$ cat src/rtl/maint_req_gen.sv
// Periodic maintenance request generator: refresh timer, ZQ-short and periodic reads.
// Define MAINT_REF_POSTPONE_EN to allow up to 8 postponed refreshes (default: 1).
module maint_req_gen #(
    parameter int unsigned ZQ_REF_RATIO   = 128,
    parameter int unsigned PR_RD_INTERVAL = 1024
) (
    input  logic        clk,
    input  logic        rst_n,
    input  logic        ref_en,
    input  logic        zq_en,
    input  logic        pr_rd_en,
    input  logic [27:0] trefi,
    input  logic        autoref_ack,
    input  logic        zq_ack,
    input  logic        periodic_read_lock,
    output logic        autoref_req,
    output logic        zq_req,
    output logic        pr_rd_req,
    output logic [3:0]  ref_pending,
    output logic        ref_overflow
);

`ifdef MAINT_REF_POSTPONE_EN
    localparam logic [3:0] REF_MAX = 4'd8;
`else
    localparam logic [3:0] REF_MAX = 4'd1;
`endif

    localparam logic [16:0] ZQ_RATIO = 17'(ZQ_REF_RATIO);
    localparam logic [19:0] PR_LAST  = 20'(PR_RD_INTERVAL - 1);

    logic [27:0] tmr_q, tmr_d;
    logic        armed_q, armed_d;
    logic        tick;
    logic [27:0] reload;
    logic [3:0]  pend_q, pend_d;
    logic        ovf_q, ovf_d;
    logic [15:0] zq_cnt_q, zq_cnt_d;
    logic        zq_q, zq_d;
    logic        zq_set;
    logic [19:0] pr_cnt_q, pr_cnt_d;
    logic        pr_q, pr_d;

    assign reload = trefi - 28'd1;

    // The first enabled cycle only loads, so the first tick lands trefi+1 cycles in.
    always_comb begin
        tick    = 1'b0;
        tmr_d   = tmr_q;
        armed_d = armed_q;
        if (ref_en && (trefi != 28'd0)) begin
            armed_d = 1'b1;
            if (!armed_q) begin
                tmr_d = reload;
            end else if (tmr_q == 28'd0) begin
                tick  = 1'b1;
                tmr_d = reload;
            end else begin
                tmr_d = tmr_q - 28'd1;
            end
        end else begin
            armed_d = 1'b0;
            tmr_d   = (trefi == 28'd0) ? 28'd0 : reload;
        end
    end

    always_comb begin
        pend_d = pend_q;
        ovf_d  = ovf_q;
        if (tick && !autoref_ack) begin
            if (pend_q == REF_MAX) begin
                ovf_d = 1'b1;
            end else begin
                pend_d = pend_q + 4'd1;
            end
        end else if (!tick && autoref_ack && (pend_q != 4'd0)) begin
            pend_d = pend_q - 4'd1;
        end
    end

    always_comb begin
        zq_cnt_d = zq_cnt_q;
        zq_set   = 1'b0;
        if (!zq_en) begin
            zq_cnt_d = 16'd0;
        end else if (autoref_ack) begin
            if (({1'b0, zq_cnt_q} + 17'd1) == ZQ_RATIO) begin
                zq_cnt_d = 16'd0;
                zq_set   = 1'b1;
            end else begin
                zq_cnt_d = zq_cnt_q + 16'd1;
            end
        end
        zq_d = zq_set | (zq_q & ~zq_ack);
    end

    always_comb begin
        pr_cnt_d = pr_cnt_q;
        pr_d     = pr_q;
        if (!pr_rd_en) begin
            pr_cnt_d = 20'd0;
            pr_d     = 1'b0;
        end else if (pr_q) begin
            if (periodic_read_lock) begin
                pr_d = 1'b0;
            end
        end else if (!periodic_read_lock) begin
            if (pr_cnt_q == PR_LAST) begin
                pr_d     = 1'b1;
                pr_cnt_d = 20'd0;
            end else begin
                pr_cnt_d = pr_cnt_q + 20'd1;
            end
        end
    end

    always_ff @(posedge clk or negedge rst_n) begin
        if (!rst_n) begin
            tmr_q    <= 28'd0;
            armed_q  <= 1'b0;
            pend_q   <= 4'd0;
            ovf_q    <= 1'b0;
            zq_cnt_q <= 16'd0;
            zq_q     <= 1'b0;
            pr_cnt_q <= 20'd0;
            pr_q     <= 1'b0;
        end else begin
            tmr_q    <= tmr_d;
            armed_q  <= armed_d;
            pend_q   <= pend_d;
            ovf_q    <= ovf_d;
            zq_cnt_q <= zq_cnt_d;
            zq_q     <= zq_d;
            pr_cnt_q <= pr_cnt_d;
            pr_q     <= pr_d;
        end
    end

    assign autoref_req  = (pend_q != 4'd0);
    assign zq_req       = zq_q;
    assign pr_rd_req    = pr_q;
    assign ref_pending  = pend_q;
    assign ref_overflow = ovf_q;

endmodule

$ cat config.mk
export PLATFORM = sky130hd
export DESIGN_NAME = maint_req_gen
export DESIGN_NICKNAME = d
export VERILOG_FILES = /design/src/rtl/maint_req_gen.sv
export SDC_FILE = /design/constraint.sdc
export NUM_CORES = 1
export LEC_CHECK = 0
export ABC_AREA = 1
export BUFFER_PORTS_ARGS = -buffer_cell sky130_fd_sc_hd__buf_4
export CAP_MARGIN = 20
export CORE_AREA = 2 2 118 166
export CTS_BUF_LIST = sky130_fd_sc_hd__clkbuf_4 sky130_fd_sc_hd__clkbuf_8
export CTS_CLUSTER_SIZE = 24
export DETAILED_ROUTE_END_ITERATION = 8
export DIE_AREA = 0 0 120 168
export SLEW_MARGIN = 30
export SYNTH_ARGS = -nofsm -noshare
export SYNTH_HDL_FRONTEND = slang
export SYNTH_SLANG_ARGS = --single-unit
$ cat constraint.sdc
create_clock -name clk -period 1.7 [get_ports clk]
set_input_delay 0.17 -clock clk [delete_from_list [all_inputs] [get_ports clk]]
set_output_delay 0.17 -clock clk [all_outputs]
set_load 0.01 [all_outputs]
# Word level (Yosys, flattened, before mapping)
# Index checks and enable logic that the tools add are counted.
# word_totals
mem_count	0
reg_bits	72
latchBits	0
ram_bits	0
elab_cells	65
mem_bits_ro	0
# op_classes
n_shift	0
div	0
n_lt_le_gt_ge	0
mux	26
n_addsub	7
n_eq_ne	7
reduce_logical	14
bitwise_logic	3
mul	0
# op_table
op	count
28-bit 2-to-1 mux	4
20-bit 2-to-1 mux	4
28-bit logical NOT	2
28-bit by 1-bit subtractor with 28-bit output (second input constant)	2
16-bit 2-to-1 mux	3
28-bit nonzero test	1
20-bit by 1-bit adder with 20-bit output (second input constant)	1
20-bit by 10-bit equality test with 1-bit output (second input constant)	1
16-bit by 1-bit adder with 17-bit output (second input constant)	1
17-bit by 8-bit equality test with 1-bit output (second input constant)	1
16-bit by 1-bit adder with 16-bit output (second input constant)	1
1-bit 2-to-1 mux	12
4-bit 2-to-1 mux	3
2-bit != test (second input constant)	3
2-bit AND reduction	3
4-bit by 1-bit adder with 4-bit output (second input constant)	1
4-bit by 1-bit equality test with 1-bit output (second input constant)	1
1-bit logical AND	4
4-bit nonzero test	1
4-bit by 1-bit subtractor with 4-bit output (second input constant)	1
1-bit logical NOT	2
2-bit by 1-bit != test with 1-bit output (second input constant)	1
2-bit nonzero test	1
1-bit AND	1
2 further kinds	2

# Longest topological paths before layout
# logic_depth
ltp_word	9
ltp_mapped	13
mapped_depth_nobuf	13

# Worst setup path before layout
# No wires, ideal clock.
# synth_timing
kind	register -> register
startpoint	reg zq_cnt_q[0]
endpoint	reg zq_cnt_q[0]
arrival_time_ns	1.493
setup_time_ns	0.117
setup_slack_ns	0.091
synth_period_minus_slack_ns	1.609
n_path_buf	0
path_stages_with_launch	11
cell_sequence	dfrtp_1 -> ha_1 -> nand2_2 -> nor2_2 -> nand2_1 -> xor2_1 -> nand3_1 -> nor2_1 -> nand3_1 -> nand2_1 -> nand2_1
# synth_via
elab_chain_cells	5
elab_cells_between_ends	6
cone_classes	add/sub: 2; eq/ne: 1; mux: 3
# synth_rtl
item	line	source
from (decl)	38	logic [15:0] zq_cnt_q, zq_cnt_d;
from (signal assigned)	132	zq_cnt_q <= zq_cnt_d;
16-bit by 1-bit adder with 17-bit output	87	if (({1'b0, zq_cnt_q} + 17'd1) == ZQ_RATIO) begin
17-bit by 8-bit equality test with 1-bit output	87	
16-bit 2-to-1 mux *	87	
16-bit 2-to-1 mux *	86	end else if (autoref_ack) begin
16-bit 2-to-1 mux *	84	if (!zq_en) begin
# Every way passes the cells marked *; elsewhere a longest branch is shown, timed or not. The select of a mux whose other input is x is not followed.
# A chain may end at the register's enable or synchronous reset.

# Final worst setup path
# layout_timing
startpoint	reg tmr_q[1]
endpoint	reg tmr_q[24]
# layout_via
elab_chain_cells	4
elab_cells_between_ends	5
cone_classes	add/sub: 1; mux: 3; reduce/logical: 1
# layout_rtl
item	line	source
from (decl)	32	logic [27:0] tmr_q, tmr_d;
from (signal assigned)	128	tmr_q <= tmr_d;
28-bit by 1-bit subtractor with 28-bit output / 28-bit logical NOT (equally long branches)	59, 55	
28-bit 2-to-1 mux *	55	end else if (tmr_q == 28'd0) begin
28-bit 2-to-1 mux *	53	if (!armed_q) begin
28-bit 2-to-1 mux *	51	if (ref_en && (trefi != 28'd0)) begin
net tmr_d[24]	32	
# The timed path passes the listed nets; every way through them passes the cells marked *.

==> results.yml <==
outcome:
  status: "finished, violations left"
  violations: "setup timing"
yosys:
  synth_nets: 854
  yosysTopAreaCell: "dfrtp_1"
  ys_seq_area_share_pct: 32.70
  synth-main-ff-cell: "dfrtp_1"
  synth-seq-cells: 72
  syn_avg_cell_area_um2: 6.810
  yosys.cell_types.count: 39
  syn_area_um2: 5509
  synth.top_cell.area_share_pct: 32.70
  async_reset_ff_share_pct: 100.0
  ys_top_cells_by_area: "dfrtp_1, nand2_1, nor2_1, xor2_1, nand3_1"
  synth-edff-count: 0
  yosysWarnings: 0
  netlist_instances: 809
setup_path:
  reg2regPathDepth: 10
  worst_setup_path_end_kind: "flip-flop"
  start_kind: "flip-flop"
  r2r-end: "tmr_q[24]"
  r2r_start: "tmr_q[1]"
  crit_required_ns: 1.93
  criticalPathCategory: "flip-flop to flip-flop"
  arrival_ns: 1.93
  crit_fanout: 3
  rrSetupSlack_ns: -0.003
floorplan:
  ios: 44
  core_area_um2: 18840
  dieWidth_um: 120
  initial_core_util_pct: 29.24
  dieArea_um2: 20160
  rows: 60
  die_y_um: 168
clock_network:
  clkLatencyLatePin_ns: 0.35
  clock-sinks: 72
  cts_tree: "built"
  clockRootBuffer: "clkbuf_8"
  cts.clk_slew.worst_paths_ns: 0.08
  cts_made_buffers: 9
  clockBufferDepth: 2
  cts_max_level: 3
routing:
  vias_per_cell: 4.715
  drt_iter0_drc: 230
  ant_nets: 0
  remaining_drc_errors: 0
  vias: 5592
  wl_per_cell_um: 13.16
  wirelength_um: 15600
  firstDrtPassIters: 4
pwr:
  leakage_nw: 3.474
  peakVddDrop_v: 0.0003226
  power_mw: 4.278
  power.density_nw_per_um2: 580.0
timing:
  clock_skew_ns: 0.007311
  hold_viol: 0
  rsz0062_at_grt: "yes"
  fin_ws_ns: -0.002605
  setup_violations: 1
  post-route-period-util_pct: 100.2
  slew_violations: 0
  relSlewSlack_pct: 73.66
  worstMarginPinSlew_ns: 0.3915
  hold_slack_ns: 0.04140
  fmax_mhz: 587.3
  post-route-min-period_ns: 1.703
hold_path:
  worstHoldPathCells: 2
  hold_class: "input port to flip-flop"
  min_from: "trefi[0]"
  hold_end: "tmr_q[0]"
cells_and_area:
  antennaDiodeCount: 0
  final_nets: 978
  drive_gt1_share_pct: 28.25
  syn_to_final_growth_pct: 33.89
  fin_area_um2: 7376
  finalNonFillerCells: 1186
  final_common_cell: "nand2_1"
  fin_util_pct: 39.14
  final_cell_mix: "nand2_1, buf_4, nor2_1"
placement:
  portBuffers: 43
  placed_area_um2: 6614
  post-dp-hpwl_um: 11800
  gp_congestion: 0.8700
  dp_cells: 1154
global_routing:
  top_usage_layer: "met2"
  grtUsageMet1_pct: 17.10
  antenna_found_initial: 0
  first_global_vias: 5434
  use_met3_pct: 1.660
  grtUsageMet2_pct: 29.99
  grt_max_degree: 38
  gr-total-overflow: 0
  grt_first_pass_wirelength_um: 25430
  grt_usage_pct: 15.46
run:
  drv_cap: 0
worst max path at each step:
| stage | startpoint | slack, ns | to |
|---|---|---|---|
| after CTS | pr_cnt_q[1] | -0.002 | pr_cnt_q[9] |
| after floorplan | zq_cnt_q[0] | 0.09 | zq_cnt_q[0] |
| final | tmr_q[1] | -0.003 | tmr_q[24] |
| after global placement | tmr_q[0] | -0.06 | ref_pending[1] |
| after detailed placement | tmr_q[0] | -0.06 | ref_pending[3] |
| after global routing | tmr_q[14] | -0.1 | ref_pending[1] |
registers in the layout (all words and copies together) (netlist names):
name / flops
armed_q: 1
pr_cnt_q: 20
pr_rd_req: 1
ref_overflow: 1
ref_pending: 4
tmr_q: 28
zq_cnt_q: 16
zq_req: 1
metal layers:
layer | wire (um) | vias to the layer above
met1 | 6323 | 2625
li1 | - | 2849
met4 | 327 | 0
met2 | 8585 | 93
met5 | 0 | -
met3 | 367 | 25
worst max-delay path, cell delays in order (launching register included):
cell and delay, ns:
dfrtp_1 0.40, inv_2 0.09, ha_2 0.21, nand2_4 0.08, nor2_4 0.12, buf_4 0.15
inv_1 0.04, o21ai_0 0.19, nand3_1 0.13, nand3_1 0.09, o21ai_0 0.09
through the flow:
stage | worst slack, ns | setup TNS, ns
6_report | -0.002605 | -0.002605
5_1_grt | -0.09710 | -1.254
4_1_cts | -0.002231 | -0.002231
3_5_place_dp | -0.06378 | -0.6317
3_3_place_gp | -0.05780 | -0.2861
2_1_floorplan | 0.09060 | 0
Yosys cell counts, types with 2 or more instances:
cell type / instances
nor2_2: 14
o21ai_0: 45
ha_1: 9
o22ai_1: 10
nor3b_1: 3
nand4_1: 19
nand3b_1: 4
a21oi_1: 16
nor4_1: 2
clkinv_1: 2
xnor2_1: 12
o21ai_1: 9
inv_2: 11
nor3_1: 19
nand2_1: 213
clkbuf_1: 3
nor2_4: 12
xor2_1: 38
nand2_4: 7
o211ai_1: 3
nand3_1: 65
nor2_1: 115
buf_2: 2
nor2_8: 2
dfrtp_1: 72
nand2_2: 6
inv_1: 84
area by class of cell:
cell class	instances	area [um^2]
fillers	1953	11470
multi-input cells	636	3709
flip-flops and latches	72	1807
repair buffers	117	955.9
inverters	97	369.1
well taps	248	310.3
clock buffers	11	145.1
clock inverters	5	80.08
logic make-up (layout without fill, tap and decap cells):
family	Yosys count	count (layout)	share of synthesized area (%)
simple gates	486	488	41.29
buf+inv	103	230	7.132
compound gates	89	89	8.881
flops	72	72	32.71
xor+xnor	50	50	7.949
fa+ha+maj	9	9	2.044
power breakdown:
group	internal, mW	total [mW]	leakage, nW	switching (mW)
clock	0.881	1.58	0.109	0.694
sequential	1.79	1.87	0.938	0.0808
combinational	0.361	0.836	2.43	0.475
repair_timing:
action | CTS | global route
endpoints found under the hold margin | 20 | 0
setup endpoints to repair | 28 | 52
setup buffers | 1 | 11
pin swaps | 6 | 40
cloned | 2 | 0
hold buffers | 2 | 0
resized for setup | 15 | 100
(Power assumes the default switching activity.)
